File: src/rtl/sha2_block_seq.sv
// Collects 32 padded 16-bit words into a 512-bit block and sequences SHA-224/256 core start pulses.
// Tracks first/final block of a message and flags framing errors when in_last lands mid-block.
module sha2_block_seq #(
  parameter int CNT_WD = 16
) (
  input  logic              mclk,
  input  logic              puc_rst,
  input  logic              in_valid,
  input  logic [15:0]       in_data,
  input  logic              in_last,
  input  logic              in_mode,
  output logic              in_ready,
  input  logic              abort,
  output logic              core_init,
  output logic              core_next,
  output logic              core_mode,
  output logic [511:0]      core_block,
  input  logic              core_ready,
  input  logic              core_digest_valid,
  output logic              busy,
  output logic              done,
  output logic              err,
  output logic [CNT_WD-1:0] blk_cnt
);

  typedef enum logic [2:0] {
    S_IDLE   = 3'd0,
    S_FILL   = 3'd1,
    S_START  = 3'd2,
    S_WAIT   = 3'd3,
    S_SETTLE = 3'd4
  } state_t;

  state_t              state_q, state_d;
  logic [4:0]          idx_q, idx_d;
  logic [511:0]        block_q;
  logic                mode_q, mode_d;
  logic                first_q, first_d;
  logic                final_q, final_d;
  logic                err_q, err_d;
  logic [CNT_WD-1:0]   cnt_q, cnt_d;
  logic                wr_en;
  logic                accept;
  logic [8:0]          wr_base;

  // in_ready is gated by reset so the host sees it low while reset is held
  assign in_ready = ~puc_rst & ((state_q == S_IDLE) | (state_q == S_FILL));
  assign accept   = in_valid & in_ready;
  assign wr_base  = {idx_q, 4'b0000};

  always_comb begin
    state_d   = state_q;
    idx_d     = idx_q;
    mode_d    = mode_q;
    first_d   = first_q;
    final_d   = final_q;
    err_d     = err_q;
    cnt_d     = cnt_q;
    wr_en     = 1'b0;
    core_init = 1'b0;
    core_next = 1'b0;
    done      = 1'b0;

    case (state_q)
      S_IDLE: begin
        if (accept) begin
          mode_d  = in_mode;
          cnt_d   = '0;
          err_d   = 1'b0;
          first_d = 1'b1;
          if (in_last) begin
            // a one-word message can never complete a block
            err_d = 1'b1;
            idx_d = 5'd0;
          end else begin
            wr_en   = 1'b1;
            idx_d   = idx_q + 5'd1;
            state_d = S_FILL;
          end
        end
      end
      S_FILL: begin
        if (accept) begin
          if (in_last && (idx_q != 5'd31)) begin
            err_d   = 1'b1;
            idx_d   = 5'd0;
            state_d = S_IDLE;
          end else begin
            wr_en = 1'b1;
            idx_d = idx_q + 5'd1;
            if (idx_q == 5'd31) begin
              final_d = in_last;
              state_d = S_START;
            end
          end
        end
      end
      S_START: begin
        if (core_ready) begin
          core_init = first_q;
          core_next = ~first_q;
          cnt_d     = cnt_q + 1'b1;
          first_d   = 1'b0;
          state_d   = S_SETTLE;
        end
      end
      S_SETTLE: begin
        state_d = S_WAIT;
      end
      S_WAIT: begin
        if (core_ready) begin
          if (final_q) begin
            done    = core_digest_valid;
            state_d = S_IDLE;
          end else begin
            idx_d   = 5'd0;
            state_d = S_FILL;
          end
        end
      end
      default: state_d = S_IDLE;
    endcase

    if (abort) begin
      state_d   = S_IDLE;
      idx_d     = 5'd0;
      mode_d    = mode_q;
      first_d   = first_q;
      final_d   = final_q;
      err_d     = err_q;
      cnt_d     = cnt_q;
      wr_en     = 1'b0;
      core_init = 1'b0;
      core_next = 1'b0;
      done      = 1'b0;
    end
  end

  always_ff @(posedge mclk or posedge puc_rst) begin
    if (puc_rst) begin
      state_q <= S_IDLE;
      idx_q   <= 5'd0;
      block_q <= '0;
      mode_q  <= 1'b1;
      first_q <= 1'b0;
      final_q <= 1'b0;
      err_q   <= 1'b0;
      cnt_q   <= '0;
    end else begin
      state_q <= state_d;
      idx_q   <= idx_d;
      mode_q  <= mode_d;
      first_q <= first_d;
      final_q <= final_d;
      err_q   <= err_d;
      cnt_q   <= cnt_d;
      if (wr_en) block_q[wr_base +: 16] <= in_data;
    end
  end

  assign core_mode  = mode_q;
  assign core_block = block_q;
  assign busy       = (state_q != S_IDLE);
  assign err        = err_q;
  assign blk_cnt    = cnt_q;

endmodule

File: config.mk
export PLATFORM = sky130hd
export DESIGN_NAME = sha2_block_seq
export DESIGN_NICKNAME = d
export VERILOG_FILES = /design/src/rtl/sha2_block_seq.sv
export SDC_FILE = /design/constraint.sdc
export NUM_CORES = 1
export LEC_CHECK = 0
export ABC_AREA = 0
export BUFFER_PORTS_ARGS = -buffer_cell sky130_fd_sc_hd__buf_2
export CORE_MARGIN = 2
export CORE_UTILIZATION = 30
export CTS_BUF_LIST = sky130_fd_sc_hd__clkbuf_8 sky130_fd_sc_hd__clkbuf_16
export CTS_CLUSTER_SIZE = 30
export DETAILED_ROUTE_END_ITERATION = 12
export PLACE_DENSITY = 0.59
export RECOVER_POWER = 50
export SLEW_MARGIN = 25
export SYNTH_ARGS = -nofsm -noshare
export SYNTH_HDL_FRONTEND = slang
export SYNTH_SLANG_ARGS = --single-unit
File: constraint.sdc
create_clock -name mclk -period 25.2 [get_ports mclk]
set_clock_uncertainty 0.2 [all_clocks]
set_input_delay 5.04 -clock mclk [delete_from_list [all_inputs] [get_ports mclk]]
set_output_delay 5.04 -clock mclk [all_outputs]
set_load 0.05 [all_outputs]
==> flow_summary.json <==
{
  "fp.dieH_um": 267,
  "io_pins": 559,
  "globalplace.congestion": 0.868,
  "worstRegToRegCells": 7,
  "tightestPinTransition_ns": 6.81,
  "postRouteAntennaNets": 0,
  "ir_worst_vdd_mv": 0.0506,
  "dpl_worst_slack_ns": 13.48,
  "violations": "capacitance limit, slew limit",
  "synth_flop_cell": "sky130_fd_sc_hd__dfrtp_1",
  "yosys_warnings": 0,
  "wl_um": 76900,
  "critical_path.most_common_cell": "sky130_fd_sc_hd__clkbuf_1",
  "hold_path_class": "flip-flop to flip-flop",
  "htree_num_levels": 2,
  "post-route-worst-setup-slack_ns": 9.31,
  "worst_path_dominant_cell_family": "buffers and inverters",
  "result_of_the_run": "complete, but fails checks",
  "max-clock-path-buffers": 3,
  "timing.critical_path.to_type": "async pin",
  "grtUsageTotal_pct": 20.9,
  "floorplan.initialDensity_pct": 30.3,
  "worstPathArrival_ns": 14.73,
  "grt_setup_unrepaired": "no",
  "first_global_vias": 16075,
  "grt_start_max_net_pins": 174,
  "post_synth_num_cell_types": 62,
  "synth_largest_type_area_fraction_pct": 65.0,
  "syn-instance-count": 1626,
  "finalNetCount": 2169,
  "critical-path-slowest-cell": "sky130_fd_sc_hd__clkbuf_1",
  "drcViolationCount": 0,
  "post_cts_resize_count": 0,
  "number_of_cells_after_detailed_placement": 2961,
  "finalHoldViolations": 0,
  "timing.critical_path.fanout_max": 132,
  "number_of_max_capacitance_violations_reported": 6,
  "ys_seq_area_share_pct": 65.1,
  "clk_root_buffer_cell": "sky130_fd_sc_hd__clkbuf_16",
  "hold_buffers": 0,
  "final_core_utilization_pct": 37.9,
  "synth.top_cells.by_area": "sky130_fd_sc_hd__dfrtp_1, sky130_fd_sc_hd__a22o_1, sky130_fd_sc_hd__mux2_2",
  "critical_path_buf_inv_count": 4,
  "clk_latency_ns": 0.61,
  "worst_hold_path_endpoint": "core_block[473]$_DFFE_PP0P_",
  "rows": 96,
  "syn_area_per_cell_um2": 12.8,
  "hold_path.startpoint": "core_block[473]$_DFFE_PP0P_",
  "global_route_wire_length_before_repair_um": 111000,
  "placement.io_buffers": 558,
  "core_area_mm2": 0.0685,
  "layout.cells.most_common": "sky130_fd_sc_hd__dfrtp_1",
  "worstPathCellList": "clkbuf_1, clkinvlp_2, clkbuf_1, clkbuf_1",
  "synth-edff-count": 0,
  "cts_num_sinks": 540,
  "period_utilization_post_route_pct": 63.1,
  "synth_area_leader_cell": "sky130_fd_sc_hd__dfrtp_1",
  "power-per-cell-area_mw_per_mm2": 72.2,
  "mostFrequentLayoutCells": "sky130_fd_sc_hd__dfrtp_1, sky130_fd_sc_hd__clkbuf_1, sky130_fd_sc_hd__buf_2, sky130_fd_sc_hd__a22o_1, sky130_fd_sc_hd__o21ai_0",
  "rr_endpoint": "core_block[480]$_DFFE_PP0P_",
  "grt_antenna_before_repair": 4,
  "timing.final.setup_violations": 0,
  "antennaDiodeCount": 0,
  "slew_headroom_pct": -354,
  "globalRouteOverflowTotal": 0,
  "design.die.area_mm2": 0.0713,
  "place.detailed.hpwl_um": 51300,
  "synth_area_mm2": 0.0207,
  "tritoncts": "yes",
  "syn_nets": 1657,
  "detail_route.vias_per_cell": 5.23,
  "drt_iter0_markers": 1353,
  "dr_total_vias": 16013,
  "synth_seq_cells": 540,
  "cp_max_stage_delay_ns": 4.83,
  "clk_pin_slew_ns": 0.06,
  "critPathKind": "input pin to async pin",
  "route.detailed.wl_per_inst_um": 25.1,
  "timing.critical_path.from_type": "input pin",
  "final_layout_size_suffix_gt1_share_pct": 24.1,
  "timing.reg2reg.setup_slack_ns": 20.80,
  "fin_cells": 3063,
  "asyncSetResetFlopFracSynth_pct": 100,
  "worst_r2r_src": "idx_q[3]$_DFFE_PP0P_",
  "time_the_worst_path_needs_with_i_o_delays_and_setup_ns": 15.89,
  "drt-pass1-iter-count": 7,
  "cts_made_buffers": 56,
  "power_leakage_nw": 12.7,
  "slew_violations": 486,
  "max_freq_mhz": 62.9,
  "timing.setup.tns_ns": 0,
  "syn2layout_area_growth_pct": 25.1,
  "critical_path_required_ns": 24.04,
  "postcts_setup_bufs": 0,
  "dieWidth_um": 267,
  "hold_path_depth": 2
}
==> worst max path at each step <==
stage / start / end / slack, ns / cells after the start
floorplan: puc_rst / blk_cnt[0]$_DFFE_PP0P_ / 4.87 / 1
global placement: abort / core_init / 13.50 / 7
detailed placement: abort / core_init / 13.48 / 7
CTS: abort / core_init / 13.47 / 7
global route: puc_rst / core_block[149]$_DFFE_PP0P_ / 7.09 / 4
finish: puc_rst / core_block[149]$_DFFE_PP0P_ / 9.31 / 4
==> cell type report <==
| cell class | count | area (um^2) |
|---|---|---|
| clock inverter | 31 | 360 |
| inverter | 8 | 31.3 |
| multi-input combinational | 933 | 6660 |
| sequential | 540 | 13500 |
| fill | 6749 | 42500 |
| clock buffer | 70 | 1590 |
| tap | 882 | 1100 |
| timing repair buffer | 599 | 2680 |
==> Yosys cell counts, types with 3 or more instances <==
library cell                number
sky130_fd_sc_hd__nor3_1          4
sky130_fd_sc_hd__mux2_2        130
sky130_fd_sc_hd__nand4_1        11
sky130_fd_sc_hd__clkbuf_1      102
sky130_fd_sc_hd__o2bb2ai_1      32
sky130_fd_sc_hd__o21ai_0       204
sky130_fd_sc_hd__and2_1          4
sky130_fd_sc_hd__nor2_1         44
sky130_fd_sc_hd__xnor2_1         3
sky130_fd_sc_hd__dfrtp_1       539
sky130_fd_sc_hd__ha_1            7
sky130_fd_sc_hd__and3_1          9
sky130_fd_sc_hd__nand2b_1       11
sky130_fd_sc_hd__a22o_1        226
sky130_fd_sc_hd__nor2_2          3
sky130_fd_sc_hd__inv_1           8
sky130_fd_sc_hd__buf_2          19
sky130_fd_sc_hd__a21oi_1        10
sky130_fd_sc_hd__xor2_1         14
sky130_fd_sc_hd__buf_1          17
sky130_fd_sc_hd__nor2b_1         6
sky130_fd_sc_hd__buf_4           6
sky130_fd_sc_hd__nand2_1       146
sky130_fd_sc_hd__or3_1           4
sky130_fd_sc_hd__nand3_1        17
sky130_fd_sc_hd__or2_2           3
==> metrics by stage <==
| stage | hold slack [ns] | power (W) | instance area [um^2] |
|---|---|---|---|
| after CTS | 0.282 | 0.00189 | 26400 |
| after floorplan | 0.264 | 0.000976 | 20700 |
| after global placement | 0.261 | 0.00101 | 24400 |
| final | 0.278 | 0.00187 | 25900 |
| after global routing | 0.295 | 0.00193 | 25900 |
| after detailed placement | 0.268 | 0.00102 | 24400 |
==> flip-flops by register name, indices dropped and copies added (netlist names) <==
register / cells
final_q: 1
err: 1
state_q: 3
first_q: 1
idx_q: 5
core_block: 512
core_mode: 1
blk_cnt: 16
==> worst register-to-register path: cells and delay by family (launching register included) <==
kind,cells,cell delay [ns]
adders and majority gates,1,0.23
and+or+nand+nor,4,1.47
DFF,1,0.85
AOI/OAI and AO/OA,2,1.54
==> per-layer routing <==
metal | global-route usage, % | wire length (um) | share of wire, %
met1 | 28.1 | 33200 | 43
met2 | 34.0 | 36400 | 47
met3 | 4.83 | 5280 | 6.9
met4 | 5.88 | 1960 | 2.5
met5 | 0 | 0 | 0
==> power breakdown <==
part	internal [W]	switching (W)	total (W)	leakage, nW
combinational	0.0000176	0.0000929	0.000111	4.16
clock	0.000518	0.000359	0.000877	1.01
sequential	0.000878	0.00000648	0.000885	7.50
total	0.00141	0.000458	0.00187	12.7
==> kinds of logic (layout without fill, tap and decap cells) <==
group	after synthesis	in the layout	synth area share [%]
compound gates	494	494	17.1
xor+xnor	17	17	0.718
fa+ha+maj	7	7	0.422
flops	540	540	65.1
mux	133	133	7.21
simple gates	282	282	6.41
buf+inv	153	708	3.03
(Power assumes the default switching activity.)
